<file path="config.mk">
export PLATFORM = sky130hd
export DESIGN_NAME = conv1_layer_scheduler
export DESIGN_NICKNAME = d
export VERILOG_FILES = /design/src/rtl/conv1_pkg.sv /design/src/rtl/sched_delay_line.sv /design/src/rtl/conv1_layer_scheduler.sv
export SDC_FILE = /design/constraint.sdc
export NUM_CORES = 1
export LEC_CHECK = 0
export CORE_ASPECT_RATIO = 1.5
export CORE_MARGIN = 2
export CORE_UTILIZATION = 40
export CTS_BUF_LIST = sky130_fd_sc_hd__clkbuf_8
export CTS_CLUSTER_SIZE = 10
export DETAILED_ROUTE_END_ITERATION = 12
export GPL_TIMING_DRIVEN = 0
export MAX_ROUTING_LAYER = met4
export PLACE_DENSITY = 0.7
export SLEW_MARGIN = 20
export SYNTH_ARGS = -nofsm -noshare
export SYNTH_HDL_FRONTEND = slang
export SYNTH_HIERARCHICAL = 1
export SYNTH_SLANG_ARGS = --single-unit
</file>
<file path="constraint.sdc">
create_clock -name clk -period 4 [get_ports clk]
set_input_delay 0.4 -clock clk [delete_from_list [all_inputs] [get_ports clk]]
set_output_delay 0.4 -clock clk [all_outputs]
set_load 0.01 [all_outputs]
</file>
<file path="src/rtl/conv1_pkg.sv">
// rtl/conv1_pkg.sv - Conv1 layer scheduler constants, widths and state encoding
package conv1_pkg;

    localparam int DEF_NUM_CH  = 8;
    localparam int DEF_RAM_LAT = 1;
    localparam int DEF_TIMEOUT = 2047;

    localparam int IMG_SIZE    = 784;
    localparam int OUT_SIZE    = 676;
    localparam int KERNEL_CNT  = 9;

    localparam int WT_AW  = 10;
    localparam int IMG_AW = 10;
    localparam int OFM_AW = 13;
    localparam int OCNT_W = 10;
    localparam int CYC_W  = 12;
    localparam int CH_W   = 4;
    localparam int IDX_W  = 4;

    typedef enum logic [2:0] {
        S_IDLE,
        S_LOAD_W,
        S_ARM,
        S_STREAM,
        S_GAP,
        S_FINISH
    } state_t;

endpackage

</file>
<file path="src/rtl/sched_delay_line.sv">
// rtl/sched_delay_line.sv - resettable DEPTH-stage shift register aligning strobes to RAM read latency
module sched_delay_line #(
    parameter int WIDTH = 1,
    parameter int DEPTH = 1
) (
    input  logic             clk,
    input  logic             rst,
    input  logic [WIDTH-1:0] din,
    output logic [WIDTH-1:0] dout
);

    logic [WIDTH-1:0] pipe_q [DEPTH];
    logic [WIDTH-1:0] pipe_d [DEPTH];

    always_comb begin
        pipe_d[0] = din;
        for (int i = 1; i < DEPTH; i++) begin
            pipe_d[i] = pipe_q[i-1];
        end
    end

    always_ff @(posedge clk) begin
        if (rst) begin
            for (int i = 0; i < DEPTH; i++) begin
                pipe_q[i] <= '0;
            end
        end else begin
            for (int i = 0; i < DEPTH; i++) begin
                pipe_q[i] <= pipe_d[i];
            end
        end
    end

    assign dout = pipe_q[DEPTH-1];

endmodule

</file>
<file path="src/rtl/conv1_layer_scheduler.sv">
// rtl/conv1_layer_scheduler.sv - sequences kernel load, arm, image stream and output write for every Conv1 channel
module conv1_layer_scheduler
    import conv1_pkg::*;
#(
    parameter int NUM_CH  = DEF_NUM_CH,
    parameter int RAM_LAT = DEF_RAM_LAT,
    parameter int TIMEOUT = DEF_TIMEOUT
) (
    input  logic              clk,
    input  logic              rst,
    input  logic              start,
    output logic              busy,
    output logic              done,
    output logic              err,
    output logic              wt_rd_en,
    output logic [WT_AW-1:0]  wt_addr,
    input  logic [23:0]       wt_data,
    output logic              kern_we,
    output logic [IDX_W-1:0]  kern_idx,
    output logic [23:0]       kern_data,
    output logic              conv_start,
    output logic              img_rd_en,
    output logic [IMG_AW-1:0] img_addr,
    output logic              image_ready,
    input  logic              conv_ready,
    input  logic              conv_complete,
    input  logic [7:0]        conv_dout,
    output logic              ofm_we,
    output logic [OFM_AW-1:0] ofm_addr,
    output logic [7:0]        ofm_data
);

    state_t              state_q, state_d;
    logic [CH_W-1:0]     ch_q, ch_d;
    logic [IDX_W-1:0]    cnt_q, cnt_d;
    logic [IMG_AW-1:0]   addr_q, addr_d;
    logic [OCNT_W-1:0]   out_cnt_q, out_cnt_d;
    logic [CYC_W-1:0]    cyc_q, cyc_d;
    logic                gap_q, gap_d;
    logic                err_q, err_d;
    logic [IDX_W+1:0]    dl_in, dl_out;

    always_ff @(posedge clk) begin
        if (rst) begin
            state_q   <= S_IDLE;
            ch_q      <= '0;
            cnt_q     <= '0;
            addr_q    <= '0;
            out_cnt_q <= '0;
            cyc_q     <= '0;
            gap_q     <= 1'b0;
            err_q     <= 1'b0;
        end else begin
            state_q   <= state_d;
            ch_q      <= ch_d;
            cnt_q     <= cnt_d;
            addr_q    <= addr_d;
            out_cnt_q <= out_cnt_d;
            cyc_q     <= cyc_d;
            gap_q     <= gap_d;
            err_q     <= err_d;
        end
    end

    always_comb begin
        state_d    = state_q;
        ch_d       = ch_q;
        cnt_d      = cnt_q;
        addr_d     = addr_q;
        out_cnt_d  = out_cnt_q;
        cyc_d      = cyc_q;
        gap_d      = gap_q;
        err_d      = err_q;
        done       = 1'b0;
        wt_rd_en   = 1'b0;
        wt_addr    = '0;
        conv_start = 1'b0;
        img_rd_en  = 1'b0;
        img_addr   = '0;
        ofm_we     = 1'b0;
        ofm_addr   = '0;
        case (state_q)
            S_IDLE: begin
                if (start) begin
                    err_d   = 1'b0;
                    ch_d    = '0;
                    cnt_d   = '0;
                    state_d = S_LOAD_W;
                end
            end
            S_LOAD_W: begin
                // Reads occupy the first KERNEL_CNT cycles; the tail lets the last word land.
                if (cnt_q < IDX_W'(KERNEL_CNT)) begin
                    wt_rd_en = 1'b1;
                    wt_addr  = WT_AW'(ch_q) * WT_AW'(KERNEL_CNT) + WT_AW'(cnt_q);
                end
                cnt_d = cnt_q + IDX_W'(1);
                if (cnt_q == IDX_W'(KERNEL_CNT + RAM_LAT - 1)) state_d = S_ARM;
            end
            S_ARM: begin
                conv_start = 1'b1;
                addr_d     = '0;
                out_cnt_d  = '0;
                cyc_d      = '0;
                state_d    = S_STREAM;
            end
            S_STREAM: begin
                img_rd_en = 1'b1;
                img_addr  = addr_q;
                if (addr_q != IMG_AW'(IMG_SIZE - 1)) addr_d = addr_q + IMG_AW'(1);
                cyc_d = cyc_q + CYC_W'(1);
                if (conv_ready) begin
                    if (out_cnt_q < OCNT_W'(OUT_SIZE)) begin
                        ofm_we    = 1'b1;
                        ofm_addr  = OFM_AW'(ch_q) * OFM_AW'(OUT_SIZE) + OFM_AW'(out_cnt_q);
                        out_cnt_d = out_cnt_q + OCNT_W'(1);
                    end else begin
                        err_d = 1'b1;
                    end
                end
                if (conv_complete) begin
                    if (out_cnt_d != OCNT_W'(OUT_SIZE)) err_d = 1'b1;
                    gap_d   = 1'b0;
                    state_d = S_GAP;
                end else if (cyc_q == CYC_W'(TIMEOUT - 1)) begin
                    err_d   = 1'b1;
                    state_d = S_FINISH;
                end
            end
            S_GAP: begin
                // One idle cycle after image_ready falls lets Conv1 settle back to idle.
                if (!image_ready) begin
                    if (gap_q) begin
                        ch_d    = ch_q + CH_W'(1);
                        cnt_d   = '0;
                        state_d = ((ch_q + CH_W'(1)) < CH_W'(NUM_CH)) ? S_LOAD_W : S_FINISH;
                    end else begin
                        gap_d = 1'b1;
                    end
                end
            end
            S_FINISH: begin
                done    = 1'b1;
                state_d = S_IDLE;
            end
            default: state_d = S_IDLE;
        endcase
    end

    assign dl_in = {img_rd_en, wt_rd_en, (wt_rd_en ? cnt_q : IDX_W'(0))};

    sched_delay_line #(
        .WIDTH(IDX_W + 2),
        .DEPTH(RAM_LAT)
    ) u_delay (
        .clk (clk),
        .rst (rst),
        .din (dl_in),
        .dout(dl_out)
    );

    assign image_ready = dl_out[IDX_W+1];
    assign kern_we     = dl_out[IDX_W];
    assign kern_idx    = dl_out[IDX_W-1:0];
    assign kern_data   = kern_we ? wt_data : 24'h0;
    assign ofm_data    = ofm_we ? conv_dout : 8'h0;
    assign busy        = (state_q != S_IDLE) && (state_q != S_FINISH);
    assign err         = err_q;

endmodule
</file>
After elaboration in Yosys (flattened, before gate mapping)
Memory sizes are Yosys's and may differ from the RTL's.
Cells that the tools add are included.

storage, ports and cells
  register bits = 45
  memory bits (writable) = 6
  input bits = 37
  output and inout bits = 78
  word-level logic and storage cells = 107
  memories kept = 1

cells by class
  add/sub/neg operators = 7
  multiply operators = 2
  magnitude comparators = 3
  equal/unequal tests = 17
  mux-type cells = 54
  reduce and logical (&&, ||, !) cells = 15

memory list
  memory          words  bits a word  read ports  clocked after Yosys merged registers in  write ports  line                    text
  u_delay.pipe_q  1      6            1           0                                        1            sched_delay_line.sv:12  logic [WIDTH-1:0] pipe_q [DEPTH];

operators by type and width
  cell                                               count
  two-way mux 10 bit                                 5
  case mux 10 bit (2 select lines)                   2
  two-way mux 13 bit                                 3
  two-way mux 24 bit                                 1
  two-way mux 4 bit                                  6
  case mux 12 bit (2 select lines)                   1
  two-way mux 3 bit                                  7
  adder 10 x 1 -> 10 bit, second input constant      2
  two-way mux 1 bit                                  20
  != test 10 bit, second input constant              2
  two-way mux 9 bit                                  2
  case mux 3 bit (5 select lines)                    1
  adder 13 x 10 -> 13 bit                            1
  adder 12 x 1 -> 12 bit, second input constant      1
  == test 12 x 11 -> 1 bit, second input constant    1
  != test 2 bit, second input constant               6
  case mux 4 bit (3 select lines)                    1
  multiplier 4 x 8 -> 11 bit, second input constant  1
  < comparator 10 bit, second input constant         1
  adder 8 x 4 -> 9 bit                               1
  adder 4 x 1 -> 4 bit, second input constant        2
  < comparator 4 bit, second input constant          2
  multiplier 4 x 4 -> 8 bit, second input constant   1
  two-way mux 8 bit                                  1
  other kinds (17)                                   27

Depth between registers and ports, before layout
  depth in word-level cells = 8
  gate-level depth with buffers = 11
  gate-level depth less buffers = 11

By module
Netlist, hierarchy kept.

modules (own cells, without submodules)
  module                 times used  cells each  area an instance (um^2)  seq. area each (um^2)
  conv1_layer_scheduler  1           500         3766.1                   900.9
  sched_delay_line       1           12          157.7                    120.1

Worst setup path before layout
No wires, ideal clock.

  path type = flip-flop to output port
  start = register ch_q[1]
  end = output ofm_addr[11]
  data arrival time = 2.540 ns
  required time = 3.600 ns
  setup slack = 1.060 ns
  stages on the path, launching flop included = 10
  buffers on the path = 0
  path through = dfxtp_1 > ha_1 > ha_1 > a31oi_1 > xor2_1 > ha_1 > a21oi_1 > a21oi_1 > or3_1 > a21oi_1

on the way
  word-level cells in the longest chain between the ends = 5

ends and longest elaborated chain
  what                        line                          text
  from (decl)                 conv1_layer_scheduler.sv:34   logic [CH_W-1:0] ch_q, ch_d;
  from (signal assigned)      conv1_layer_scheduler.sv:55   ch_q <= ch_d;
  multiplier 4 x 8 -> 11 bit  conv1_layer_scheduler.sv:115  ofm_addr = OFM_AW'(ch_q) * OFM_AW'(OUT_SIZE) + OFM_AW'(out_cnt_q);
  adder 13 x 10 -> 13 bit     conv1_layer_scheduler.sv:115
  two-way mux 13 bit          conv1_layer_scheduler.sv:113  if (out_cnt_q < OCNT_W'(OUT_SIZE)) begin
  two-way mux 13 bit          conv1_layer_scheduler.sv:112  if (conv_ready) begin
  two-way mux 13 bit          conv1_layer_scheduler.sv:82   case (state_q)
  to (decl)                   conv1_layer_scheduler.sv:29   output logic [OFM_AW-1:0] ofm_addr,

Every way passes these cells.

Final worst setup path
  start = register ch_q[2]
  end = output ofm_addr[12]

The elaborated chain is that of the path after synthesis.

==> metrics.csv <==
stage,metric,value,unit
synthesis,Synth cell types,55,
global_route,first-pass GRT wire length,17800,µm
global_route,total gr overflow,0,
sta,RSZ-0062 raised after global routing,no,
pwr,cell-internal power,0.000769,W
clocking,Clock Tree Root,clkbuf_8,
sta,setup tns final,0,ps
synthesis,Synth area leaders,"dfxtp_1 (26%), ha_1 (11%), nor2_1 (5.9%)",
clocking,CTS Hold Bufs,0,
detailed_routing,DR pass1 iterations,4,
detailed_routing,DR WL met2,5870,µm
clocking,H-tree Lvls,2,
die,Die Ht,125,µm
final_layout,post-route core utilization,55.1,%
placement,DP HPWL,8580,µm
detailed_routing,top sig layer,met4,
die,Top Ports,115,
synthesis,Main synth FF type,dfxtp_1,
placement,Placer Congestion,0.912,
synthesis,"top cells by count, synth","nor2_1 (62), dfxtp_1 (51), nand2_1 (45), and2_1 (35), ha_1 (34)",
die,Initial Util,40.7,%
detailed_routing,WL final,10700,µm
clocking,# clock sinks,51,
sta,Slew headroom,60.3,%
die,overall die area,10600,µm²
flow_run,max-cap violations,0,
final_layout,Multi-input gate area,2730,µm²
placement,Buffers on Ports,111,
die,Core Area,9630,µm²
final_layout,NumNets Final,705,
placement,dpl cells,739,
die,Die X,84.9,µm
global_route,vias in the first global route,3927,
worst_setup_path,Worst setup SP type,flop,
synthesis,"count leader, synth",nor2_1,
worst_setup_path,CP arrival,3270,ps
synthesis,Compound-Gate Fraction of Synth Area,14.4,%
detailed_routing,Residual DRC,0,
detailed_routing,Iteration-0 DRC Markers,122,
sta,final critical-path share of the clock period,91.9,%
sta,endpoints failing setup,0,
final_layout,layout cells sized above 1,5.38,%
worst_setup_path,CP Capture Type,output pin,
global_route,initial antenna violation count,0,
synthesis,Synth Area in XOR/XNOR,7.59,%
synthesis,Post-Synth Simple-Gate Area,32.2,%
synthesis,top-area cell type share of the netlist area,26.0,%
synthesis,largest family of logic cells by synthesized area,simple AND/OR/NAND/NOR gates,
synthesis,mux cell area share after synthesis,2.10,%
synthesis,synthesized area,3920,µm²
pwr,pwr dens,204,nW/µm²
worst_setup_path,worst setup path class,reg -> out,
detailed_routing,DR vias/cell,5.33,
run_status,outcome,finished clean,
sta,post-route setup slack,326,ps
pwr,Clk network pwr share,29.3,%
min_path,HP Class,reg -> reg,
detailed_routing,routed wl met3,583,µm
worst_setup_path,CP Max Fanout,7,
synthesis,#FFs+latches synth,51,
detailed_routing,via count,3979,
final_layout,ant diodes,0,
synthesis,post-synthesis sequential area ratio,26.0,%
clocking,CTS Buf Count,5,
synthesis,share of synthesized flip-flops with an asynchronous set or reset,0,%
synthesis,Post-Syn Area per Cell,7.66,µm²
synthesis,Yosys warning total,6,
final_layout,final non-filler cell total,747,
synthesis,Gate Count Post-Synth,512,
synthesis,number of synthesized flops with an enable pin,0,
sta,clock skew,11.5,ps
placement,Setup WS pre-CTS,245,ps
clocking,TritonCTS clock tree,built,
pwr,Leak,2.10,nW
worst_setup_path,crit-path cells,"inv_1, fa_1, xor2_1, ha_1, nor2_1, nor2_1, o41ai_2, nor3_1, xnor2_1, nor2_1, clkdlybuf4s50_1",
detailed_routing,WL/cell,14.4,µm
clocking,Worst-Skew Late Latency,310,ps
worst_setup_path,crit-path max cell delay,550,ps
synthesis,Synth area leader,dfxtp_1,
pwr,combinational share of power,22.3,%
sta,Hold Fails Final Rpt,0,
pwr,Switching Power,0.000316,W
sta,minimum clock period,3670,ps
pwr,overall power,0.00109,W
worst_setup_path,Crit-path slowest cell,fa_1,
sta,Tightest Pin Transition,596,ps
worst_setup_path,Required @ worst endpoint,3600,ps
sta,fmax,272,MHz
final_layout,Area Growth Syn to Fin,35.3,%
synthesis,post-synthesis adder-cell area fraction,12.4,%
final_layout,Storage cell area,1030,µm²
final_layout,Layout fillers,903,
pwr,Sequential Power Share,48.4,%
global_route,largest net degree at the start of global routing,16,
die,num rows,44,
pwr,maximum VDD drop,0.000181,V
pwr,sw frac,29.2,%
sta,Final Max Slew Viols,0,
global_route,GRT Overall Usage,20.6,%
clocking,Clock transition at path regs,100,ps
clocking,number of post-CTS setup repair buffers,0,
detailed_routing,Final ANT Viol Nets,0,
clocking,clk buf depth,2,
detailed_routing,Metal-1 WL,4030,µm
worst_setup_path,"Top cell by count, worst path",nor2_1,
## cell type report
| class | count | area share, % |
|---|---|---|
| buffer | 25 | 2.14 |
| inverter | 24 | 1.70 |
| clock inverter | 2 | 0.236 |
| tap | 115 | 2.71 |
| timing repair buffer | 111 | 21.0 |
| multi-input combinational | 413 | 51.3 |
| sequential | 51 | 19.3 |
| clock buffer | 6 | 1.56 |
## worst max-delay path, delay by kind of cell, from the launching register on
| kind | cells | cell delay [ps] |
|---|---|---|
| AO/OA/AOI/OAI | 1 | 100 |
| XOR/XNOR | 2 | 270 |
| adder cells (fa/ha/maj) | 2 | 930 |
| buffers and inverters | 2 | 690 |
| flip-flops | 1 | 530 |
| AND/OR/NAND/NOR | 4 | 430 |
## path summary, 6_finish.rpt
kind / from / to / slack [ps] / depth (start not counted)
worst min register to register: cyc_q[1] / cyc_q[1] / 510 / 2
worst max register to register: out_cnt_q[5] / err / 1730 / 10
worst min-delay path: cyc_q[1] / cyc_q[1] / 510 / 2
worst max-delay path: ch_q[2] / ofm_addr[12] / 330 / 11
## placed cells by master, fill, tap and decap left out, types with 6 or more instances in the layout
cell type / n
clkdlybuf4s50_1: 110
nor2_1: 62
dfxtp_1: 48
nand2_1: 45
and2_1: 35
ha_1: 34
a21oi_1: 33
inv_1: 23
xnor2_1: 20
and3_1: 20
clkbuf_1: 18
nor3_1: 18
xor2_1: 14
nor2b_1: 13
o21ai_0: 13
nand3_1: 12
nand2b_1: 8
or3_1: 7
nand4_1: 7
a22oi_1: 6
mux2i_1: 6
clkbuf_8: 6
## through the flow
stage	hold WS (ps)	area, µm²
2_1_floorplan	461	3930
3_3_place_gp	478	5180
3_5_place_dp	491	5180
4_1_cts	506	5280
5_1_grt	522	5310
6_report	508	5310
## power by group through the flow
stage | combinational (W) | sequential [W] | clock, W
3_5_place_dp | 0.000243 | 0.000537 | 0
3_3_place_gp | 0.000238 | 0.000537 | 0
5_1_grt | 0.000265 | 0.000526 | 0.000346
6_report | 0.000242 | 0.000525 | 0.000318
4_1_cts | 0.000244 | 0.000526 | 0.000327
2_1_floorplan | 0.000125 | 0.000536 | 0
## kinds of logic (layout without fill, tap and decap cells)
| family | Yosys count | count (layout) |
|---|---|---|
| DFF | 51 | 51 |
| other | 1 | 2 |
| muxes | 8 | 8 |
| AOI/OAI and AO/OA | 85 | 85 |
| adders and majority gates | 37 | 37 |
| buffers and inverters | 49 | 168 |
| and+or+nand+nor | 247 | 247 |
| xor gates and xnor gates | 34 | 34 |
## metal layers
metal,vias to the layer above,global-route usage [%]
li1,2009,-
met1,1824,19.8
met2,128,39.3
met3,18,4.16
met4,0,8.12
met5,-,-
## timing repair
action,CTS,global route
resized for setup,2,6
hold endpoints to repair,0,0
endpoints found under the setup margin,2,2
## sequential cells by signal (all words and copies together), names as in the netlist
signal          count
u_delay/pipe_q      6
err                 1
out_cnt_q          10
cyc_q              12
gap_q               1
state_q             3
cnt_q               4
addr_q             10
ch_q                4
No activity file was read; power rests on OpenSTA's default activity.
